===== src/rtl/perfcnt_arb_pkg.sv =====
// Shared constants for the perf-counter AXI4-Lite arbiter: FSM state codes and port ids.
package perfcnt_arb_pkg;

    typedef logic [1:0] arb_state_t;

    localparam arb_state_t R_IDLE = 2'd0;
    localparam arb_state_t R_ADDR = 2'd1;
    localparam arb_state_t R_DATA = 2'd2;

    localparam arb_state_t W_IDLE = 2'd0;
    localparam arb_state_t W_REQ  = 2'd1;
    localparam arb_state_t W_RESP = 2'd2;

    localparam logic PORT_S0 = 1'b0;
    localparam logic PORT_S1 = 1'b1;

endpackage


===== src/rtl/perfcnt_arb_pick.sv =====
// 2-way combinational picker: round-robin against the last owner, or fixed s0
// priority when PERFCNT_ARB_FIXED_PRIO_EN is defined.
module perfcnt_arb_pick
    import perfcnt_arb_pkg::*;
(
    input  logic [1:0] i_req,
    input  logic       i_last,
    output logic       o_winner
);

    // Resolve the winner; with no request the last owner is held.
    always_comb begin
        o_winner = i_last;
        case (i_req)
            2'b01:   o_winner = PORT_S0;
            2'b10:   o_winner = PORT_S1;
`ifdef PERFCNT_ARB_FIXED_PRIO_EN
            2'b11:   o_winner = PORT_S0;
`else
            2'b11:   o_winner = ~i_last;
`endif
            default: o_winner = i_last;
        endcase
    end

endmodule


===== src/rtl/perfcnt_axil_arb.sv =====
// 2:1 AXI4-Lite arbiter in front of the perf-counter slave; read and write arbitrated
// independently, one outstanding transaction per channel. Option: PERFCNT_ARB_FIXED_PRIO_EN.
module perfcnt_axil_arb
    import perfcnt_arb_pkg::*;
#(
    parameter int ADDR_WIDTH = 32,
    parameter int DATA_WIDTH = 32
) (
    input  logic                      clk,
    input  logic                      rst_n,
    input  logic [ADDR_WIDTH-1:0]     s0_axilite_awaddr,
    input  logic [2:0]                s0_axilite_awprot,
    input  logic                      s0_axilite_awvalid,
    output logic                      s0_axilite_awready,
    input  logic [DATA_WIDTH-1:0]     s0_axilite_wdata,
    input  logic [DATA_WIDTH/8-1:0]   s0_axilite_wstrb,
    input  logic                      s0_axilite_wvalid,
    output logic                      s0_axilite_wready,
    output logic [1:0]                s0_axilite_bresp,
    output logic                      s0_axilite_bvalid,
    input  logic                      s0_axilite_bready,
    input  logic [ADDR_WIDTH-1:0]     s0_axilite_araddr,
    input  logic [2:0]                s0_axilite_arprot,
    input  logic                      s0_axilite_arvalid,
    output logic                      s0_axilite_arready,
    output logic [DATA_WIDTH-1:0]     s0_axilite_rdata,
    output logic [1:0]                s0_axilite_rresp,
    output logic                      s0_axilite_rvalid,
    input  logic                      s0_axilite_rready,
    input  logic [ADDR_WIDTH-1:0]     s1_axilite_awaddr,
    input  logic [2:0]                s1_axilite_awprot,
    input  logic                      s1_axilite_awvalid,
    output logic                      s1_axilite_awready,
    input  logic [DATA_WIDTH-1:0]     s1_axilite_wdata,
    input  logic [DATA_WIDTH/8-1:0]   s1_axilite_wstrb,
    input  logic                      s1_axilite_wvalid,
    output logic                      s1_axilite_wready,
    output logic [1:0]                s1_axilite_bresp,
    output logic                      s1_axilite_bvalid,
    input  logic                      s1_axilite_bready,
    input  logic [ADDR_WIDTH-1:0]     s1_axilite_araddr,
    input  logic [2:0]                s1_axilite_arprot,
    input  logic                      s1_axilite_arvalid,
    output logic                      s1_axilite_arready,
    output logic [DATA_WIDTH-1:0]     s1_axilite_rdata,
    output logic [1:0]                s1_axilite_rresp,
    output logic                      s1_axilite_rvalid,
    input  logic                      s1_axilite_rready,
    output logic [ADDR_WIDTH-1:0]     m_axilite_awaddr,
    output logic [2:0]                m_axilite_awprot,
    output logic                      m_axilite_awvalid,
    input  logic                      m_axilite_awready,
    output logic [DATA_WIDTH-1:0]     m_axilite_wdata,
    output logic [DATA_WIDTH/8-1:0]   m_axilite_wstrb,
    output logic                      m_axilite_wvalid,
    input  logic                      m_axilite_wready,
    input  logic [1:0]                m_axilite_bresp,
    input  logic                      m_axilite_bvalid,
    output logic                      m_axilite_bready,
    output logic [ADDR_WIDTH-1:0]     m_axilite_araddr,
    output logic [2:0]                m_axilite_arprot,
    output logic                      m_axilite_arvalid,
    input  logic                      m_axilite_arready,
    input  logic [DATA_WIDTH-1:0]     m_axilite_rdata,
    input  logic [1:0]                m_axilite_rresp,
    input  logic                      m_axilite_rvalid,
    output logic                      m_axilite_rready,
    output logic                      rd_grant,
    output logic                      wr_grant
);

    arb_state_t r_rd_state;
    arb_state_t r_wr_state;
    logic       r_rd_grant;
    logic       r_wr_grant;
    logic       r_aw_done;
    logic       r_w_done;

    logic [1:0] w_rd_req;
    logic [1:0] w_wr_req;
    logic       w_rd_win;
    logic       w_wr_win;
    logic       w_rd_addr_ph;
    logic       w_rd_data_ph;
    logic       w_wr_req_ph;
    logic       w_wr_resp_ph;
    logic       w_ar_fire;
    logic       w_r_fire;
    logic       w_aw_fire;
    logic       w_w_fire;
    logic       w_b_fire;
    logic       w_aw_ok;
    logic       w_w_ok;

    assign w_rd_req = {s1_axilite_arvalid, s0_axilite_arvalid};
    assign w_wr_req = {s1_axilite_awvalid | s1_axilite_wvalid,
                       s0_axilite_awvalid | s0_axilite_wvalid};

    perfcnt_arb_pick u_rd_pick (
        .i_req    (w_rd_req),
        .i_last   (r_rd_grant),
        .o_winner (w_rd_win)
    );

    perfcnt_arb_pick u_wr_pick (
        .i_req    (w_wr_req),
        .i_last   (r_wr_grant),
        .o_winner (w_wr_win)
    );

    assign w_rd_addr_ph = (r_rd_state == R_ADDR);
    assign w_rd_data_ph = (r_rd_state == R_DATA);
    assign w_wr_req_ph  = (r_wr_state == W_REQ);
    assign w_wr_resp_ph = (r_wr_state == W_RESP);

    // Master-side valids depend only on state and slave-side valids, never on m_*ready.
    assign m_axilite_araddr  = (r_rd_grant == PORT_S1) ? s1_axilite_araddr : s0_axilite_araddr;
    assign m_axilite_arprot  = (r_rd_grant == PORT_S1) ? s1_axilite_arprot : s0_axilite_arprot;
    assign m_axilite_arvalid = w_rd_addr_ph &
                               ((r_rd_grant == PORT_S1) ? s1_axilite_arvalid : s0_axilite_arvalid);
    assign m_axilite_rready  = w_rd_data_ph &
                               ((r_rd_grant == PORT_S1) ? s1_axilite_rready : s0_axilite_rready);

    assign s0_axilite_arready = w_rd_addr_ph & (r_rd_grant == PORT_S0) & m_axilite_arready;
    assign s1_axilite_arready = w_rd_addr_ph & (r_rd_grant == PORT_S1) & m_axilite_arready;
    assign s0_axilite_rvalid  = w_rd_data_ph & (r_rd_grant == PORT_S0) & m_axilite_rvalid;
    assign s1_axilite_rvalid  = w_rd_data_ph & (r_rd_grant == PORT_S1) & m_axilite_rvalid;
    assign s0_axilite_rdata   = m_axilite_rdata;
    assign s1_axilite_rdata   = m_axilite_rdata;
    assign s0_axilite_rresp   = m_axilite_rresp;
    assign s1_axilite_rresp   = m_axilite_rresp;

    assign w_ar_fire = m_axilite_arvalid & m_axilite_arready;
    assign w_r_fire  = m_axilite_rvalid & m_axilite_rready;

    // AW and W are forwarded independently; each is masked once it has completed.
    assign m_axilite_awaddr  = (r_wr_grant == PORT_S1) ? s1_axilite_awaddr : s0_axilite_awaddr;
    assign m_axilite_awprot  = (r_wr_grant == PORT_S1) ? s1_axilite_awprot : s0_axilite_awprot;
    assign m_axilite_awvalid = w_wr_req_ph & ~r_aw_done &
                               ((r_wr_grant == PORT_S1) ? s1_axilite_awvalid : s0_axilite_awvalid);
    assign m_axilite_wdata   = (r_wr_grant == PORT_S1) ? s1_axilite_wdata : s0_axilite_wdata;
    assign m_axilite_wstrb   = (r_wr_grant == PORT_S1) ? s1_axilite_wstrb : s0_axilite_wstrb;
    assign m_axilite_wvalid  = w_wr_req_ph & ~r_w_done &
                               ((r_wr_grant == PORT_S1) ? s1_axilite_wvalid : s0_axilite_wvalid);
    assign m_axilite_bready  = w_wr_resp_ph &
                               ((r_wr_grant == PORT_S1) ? s1_axilite_bready : s0_axilite_bready);

    assign s0_axilite_awready = w_wr_req_ph & ~r_aw_done & (r_wr_grant == PORT_S0) & m_axilite_awready;
    assign s1_axilite_awready = w_wr_req_ph & ~r_aw_done & (r_wr_grant == PORT_S1) & m_axilite_awready;
    assign s0_axilite_wready  = w_wr_req_ph & ~r_w_done & (r_wr_grant == PORT_S0) & m_axilite_wready;
    assign s1_axilite_wready  = w_wr_req_ph & ~r_w_done & (r_wr_grant == PORT_S1) & m_axilite_wready;
    assign s0_axilite_bvalid  = w_wr_resp_ph & (r_wr_grant == PORT_S0) & m_axilite_bvalid;
    assign s1_axilite_bvalid  = w_wr_resp_ph & (r_wr_grant == PORT_S1) & m_axilite_bvalid;
    assign s0_axilite_bresp   = m_axilite_bresp;
    assign s1_axilite_bresp   = m_axilite_bresp;

    assign w_aw_fire = m_axilite_awvalid & m_axilite_awready;
    assign w_w_fire  = m_axilite_wvalid & m_axilite_wready;
    assign w_b_fire  = m_axilite_bvalid & m_axilite_bready;
    assign w_aw_ok   = r_aw_done | w_aw_fire;
    assign w_w_ok    = r_w_done | w_w_fire;

    assign rd_grant = r_rd_grant;
    assign wr_grant = r_wr_grant;

    // Read FSM; the grant is registered in R_IDLE and held for the whole transaction.
    always_ff @(posedge clk or negedge rst_n) begin
        if (!rst_n) begin
            r_rd_state <= R_IDLE;
            r_rd_grant <= PORT_S1;
        end else begin
            case (r_rd_state)
                R_IDLE: begin
                    if (|w_rd_req) begin
                        r_rd_grant <= w_rd_win;
                        r_rd_state <= R_ADDR;
                    end
                end
                R_ADDR: begin
                    if (w_ar_fire) begin
                        r_rd_state <= R_DATA;
                    end
                end
                R_DATA: begin
                    if (w_r_fire) begin
                        r_rd_state <= R_IDLE;
                    end
                end
                default: r_rd_state <= R_IDLE;
            endcase
        end
    end

    // Write FSM; the response phase starts once both AW and W have been accepted.
    always_ff @(posedge clk or negedge rst_n) begin
        if (!rst_n) begin
            r_wr_state <= W_IDLE;
            r_wr_grant <= PORT_S1;
            r_aw_done  <= 1'b0;
            r_w_done   <= 1'b0;
        end else begin
            case (r_wr_state)
                W_IDLE: begin
                    if (|w_wr_req) begin
                        r_wr_grant <= w_wr_win;
                        r_wr_state <= W_REQ;
                    end
                end
                W_REQ: begin
                    if (w_aw_ok && w_w_ok) begin
                        r_aw_done  <= 1'b0;
                        r_w_done   <= 1'b0;
                        r_wr_state <= W_RESP;
                    end else begin
                        if (w_aw_fire) begin
                            r_aw_done <= 1'b1;
                        end
                        if (w_w_fire) begin
                            r_w_done <= 1'b1;
                        end
                    end
                end
                W_RESP: begin
                    if (w_b_fire) begin
                        r_wr_state <= W_IDLE;
                    end
                end
                default: r_wr_state <= W_IDLE;
            endcase
        end
    end

endmodule


===== config.mk =====
export PLATFORM = sky130hd
export DESIGN_NAME = perfcnt_axil_arb
export DESIGN_NICKNAME = d
export VERILOG_FILES = /design/src/rtl/perfcnt_arb_pkg.sv /design/src/rtl/perfcnt_arb_pick.sv /design/src/rtl/perfcnt_axil_arb.sv
export SDC_FILE = /design/constraint.sdc
export NUM_CORES = 1
export LEC_CHECK = 0
export BUFFER_PORTS_ARGS = -buffer_cell sky130_fd_sc_hd__buf_2
export CAP_MARGIN = 40
export CORE_AREA = 2 2 179 181
export DETAILED_ROUTE_END_ITERATION = 6
export DIE_AREA = 0 0 181 183
export GPL_ROUTABILITY_DRIVEN = 0
export GPL_TIMING_DRIVEN = 0
export SYNTH_ARGS = -nofsm -noshare
export SYNTH_HDL_FRONTEND = slang
export SYNTH_SLANG_ARGS = --single-unit
export TNS_END_PERCENT = 100

===== constraint.sdc =====
create_clock -name clk -period 1.71 [get_ports clk]
set_clock_uncertainty 0.2 [all_clocks]
set_input_delay 0.171 -clock clk [delete_from_list [all_inputs] [get_ports clk]]
set_output_delay 0.171 -clock clk [all_outputs]
set_load 0.005 [all_outputs]

==> impl.org <==
** Outcome
- The flow ran to the end, but the final reports show violations.
- The checks that failed: negative setup slack.

** Logic synthesis
- Share of flip-flops with an asynchronous set or reset after synthesis :: 100%
- Number of synthesized register bits :: 8
- Area contributors post-synth :: sky130_fd_sc_hd__mux2_2 50%, sky130_fd_sc_hd__buf_4 23%, sky130_fd_sc_hd__dfrtp_1 6.3%
- The top cell type by area accounts for 49.8% of the synthesized area.
- When the netlist entered floorplanning its net count stood at 519.
- Unique cell type count in the Yosys netlist :: 33
- Number of enable flip-flop cells after synthesis :: 0
- Cells after Synth :: 254
- Top-count cell post-synth :: sky130_fd_sc_hd__mux2_2
- Among all flip-flop cells after synthesis, the most frequent one is sky130_fd_sc_hd__dfrtp_1.
- Averaged over all synthesized cells, the footprint is between 9 and 10 µm².
- The commonest cells after synthesis are 106 x sky130_fd_sc_hd__mux2_2, 73 x sky130_fd_sc_hd__buf_4, 11 x sky130_fd_sc_hd__buf_2.
- Summing every instance area after synthesis gives 2400 µm².
- During synthesis, Yosys emitted a total of 0 warnings.
- The synthesized design spends more area on one cell type than any other, namely sky130_fd_sc_hd__mux2_2.
- Sequential cell area fraction in the yosys report :: 8.45%

** Pwr
- Max IR drop VDD :: roughly 0.38 mV
- Power density relative to cell area :: 1110 nW/µm²
- Share of total power in sequential cells :: 6.9%
- Net switching share of the total power :: between 30% and 40%
- Combinational cells account for 87.1% of the total power.
- Net Switching :: 2.47 mW
- Summing internal, switching and leakage power gives 6.87 mW.
- The internal power of the cells totals 4.40 mW.
- In this run the static leakage power is 3.32 nW.
- Proportion of power drawn by the clock network :: ~6.1%

** Route
- After detailed routing, the total wire length is roughly 17 mm.
- Initial DRC Count :: 73
- After detailed routing, the number of vias per cell comes to roughly 3.3.
- Dividing the detail-routed wire length by the instance count gives about 15 µm.
- Via count :: 3662
- For this run, design rule violations remaining after detail routing come to 0.
- First-pass DRT Iterations :: 4
- Count of antenna-violating nets left after detailed routing :: 0

** Floorplan
- After floorplanning, the core was divided into 65 placement rows.
- Floorplan die width :: 181 µm
- Once the floorplan was initialized, standard cells occupied slightly below 8% of the core.
- Die Y-Extent :: 183 µm
- In this run the count of I/O pins placed on the die edge is 460.
- The core region is 31200 µm².
- Overall die area :: 33100 µm²

** Critical path
- For this design, the slowest cell found on the critical path is sky130_fd_sc_hd__dfstp_2.
- Data required time at the worst endpoint :: 1340 ps
- Data arrival time at the worst-slack endpoint :: 1610 ps
- The critical path goes through buf_12 -> buf_8 -> mux2_4 -> and2_4 -> buf_6.
- Peak per-stage delay on the critical path :: 540 ps
- In this run the worst path has a maximum fanout of 8.
- The worst setup path is captured at an output port.
- The worst setup path is launched from a register.
- The critical path is of the register to output port type.

** STA
- The final-report max-slew violation count came to 0.
- Setup total negative slack on the finished layout was measured at -24580 ps.
- Across all setup checks in the final design, the least slack found is -275 ps.
- Highest attainable clock frequency :: 504 MHz
- The hold violation total from the final report is 0.
- Setup repair after global routing could not meet its margin everywhere.
- Setup violations remaining at the end of the flow were counted as 124.
- After layout, the minimum clock period comes to 1980 ps.
- Hold timing on the final database bottoms out at a slack of 32.6 ps.
- In this run the tightest slew margin relative to its limit is 65.3%.
- Period utilization :: 116%
- For the pin with the worst max-slew slack, the measured transition is 520 ps.

** Layout
- In the final layout, the share of cells above drive strength 1 is 95.6%.
- Final non-filler cell total :: 1112
- Final instance area :: 6190 µm²
- # nets final :: 974
- Number of fillers in the final layout :: 3439
- Relative area change from synthesis to final layout :: 158%

** CTS
- H-Tree Level Count :: 1
- Clk_lat worst skew :: 240 ps
- After clock tree synthesis, the clock-pin slew on the worst setup and hold paths is 40 ps.
- TritonCTS built the clock tree.
- CTS Buffer Depth :: 2
- Number of sinks on the clock net :: 8
- TritonCTS created 3 clock buffers.
- The tree is rooted in a sky130_fd_sc_hd__clkbuf_16.

** Place
- After detailed placement, the total cell area comes to 5020 µm².
- Number of buffer cells added on primary ports :: approximately 420
- Detailed placer's ending HPWL :: 14.0 mm
- Number of cells in the design after placement :: 1079

** Global routing
- For this run the aggregate overflow at the end of global routing stands at 0.
- Overall routing resource usage :: 8.98%
- Antenna violations before repair :: 8
- Maximum number of pins on one net before global-route repair :: 11
- The number of global-route vias before repair was 3627.
- First-pass GRT wire length :: 22.2 mm

** Run
- Maximum Capacitance Violations :: 0

** Hold path
- The worst hold path belongs to the class input pin to register.
[power groups by stage]
stage / sequential, mW / combinational (mW) / clock (mW)
finish: 0.471 / 5.98 / 0.419
global route: 0.493 / 6.34 / 0.456
CTS: 0.421 / 5.90 / 0.451
detailed placement: 0.389 / 3.94 / 0
global placement: 0.387 / 3.91 / 0
floorplan: 0.373 / 2.33 / 0
[final cells by class]
type / count / area (µm²) / area share, %
flip-flops and latches: 8 / 204 / 3.30
multi-input cells: 158 / 1900 / 30.7
clock buffers: 3 / 75.1 / 1.21
plain buffers: 84 / 707 / 11.4
well taps: 402 / 503 / 8.13
diodes: 3 / 7.51 / 0.121
inverters: 1 / 3.75 / 0.0607
repair buffers: 453 / 2790 / 45.1
[logic make-up after synthesis]
family	synth area share, %
simple gates	8.55
flops	8.45
buf+inv	26.4
mux	52.3
compound gates	4.33
[critical path: cells and delay by family, from the launching register on]
kind,cells,cell delay (ps)
multiplexers,1,310
AND/OR/NAND/NOR,1,140
buffers and inverters,3,390
flip-flops,1,540
[registers in the layout (all words and copies together), names as in the netlist]
name,cells
r_aw_done,1
rd_grant,1
r_w_done,1
r_rd_state,2
wr_grant,1
r_wr_state,2
[routing by layer]
metal | up-vias | share of wire, % | GRT usage [%]
met5 | - | 0.078 | 0
met4 | 2 | 3.4 | 3.51
met3 | 30 | 9.0 | 1.99
met2 | 284 | 55 | 18.2
met1 | 1601 | 33 | 8.78
li1 | 1745 | - | -
[per-stage QoR]
stage	util (%)	setup WS, ps
2_1_floorplan	-	56.8
3_3_place_gp	16.1	-205
3_5_place_dp	16.1	-216
4_1_cts	19.4	-303
5_1_grt	19.8	-324
6_report	19.8	-275
[what timing repair did]
item                                    in CTS  in global routing
gates cloned                                 4                  0
pin swaps                                    6                 11
endpoints found under the setup margin     122                128
endpoints found under the hold margin        9                  0
gates resized for setup                    147                 47
hold buffers                                 2                  0
buffers inserted                            26                  3
[cell usage in the layout (no fill, tap or decap), types with 2 or more instances in the layout]
cell type and n:
sky130_fd_sc_hd__buf_2 372, sky130_fd_sc_hd__buf_4 78, sky130_fd_sc_hd__buf_6 71, sky130_fd_sc_hd__mux2_2 60, sky130_fd_sc_hd__mux2_4 48, sky130_fd_sc_hd__buf_8 10
sky130_fd_sc_hd__nor3b_2 6, sky130_fd_sc_hd__dfrtp_1 5, sky130_fd_sc_hd__buf_12 4, sky130_fd_sc_hd__nand2_1 4, sky130_fd_sc_hd__nor2_1 4, sky130_fd_sc_hd__nor2_2 4
sky130_fd_sc_hd__diode_2 3, sky130_fd_sc_hd__mux2i_4 3, sky130_fd_sc_hd__clkbuf_16 3, sky130_fd_sc_hd__and2_4 2, sky130_fd_sc_hd__and3_4 2, sky130_fd_sc_hd__nor3_2 2
sky130_fd_sc_hd__a31oi_1 2, sky130_fd_sc_hd__nor2b_1 2, sky130_fd_sc_hd__a31oi_4 2, sky130_fd_sc_hd__nor3_1 2, sky130_fd_sc_hd__dlygate4sd3_1 2, sky130_fd_sc_hd__dfstp_2 2
[path summary, 6_finish.rpt]
| kind | start | endpoint | slack (ps) | cells after the start |
|---|---|---|---|---|
| setup / recovery | wr_grant | m_axilite_wvalid | -270 | 5 |
| hold / removal | s1_axilite_arvalid | rd_grant | 30 | 3 |
| setup reg to reg | wr_grant | r_aw_done | -170 | 6 |
| max in group asynchronous | rst_n | wr_grant | 900 | 2 |
| hold reg to reg | r_wr_state[0] | wr_grant | 400 | 1 |
| min in group asynchronous | rst_n | r_rd_state[0] | 140 | 2 |
No activity file was read; power rests on OpenSTA's default activity.
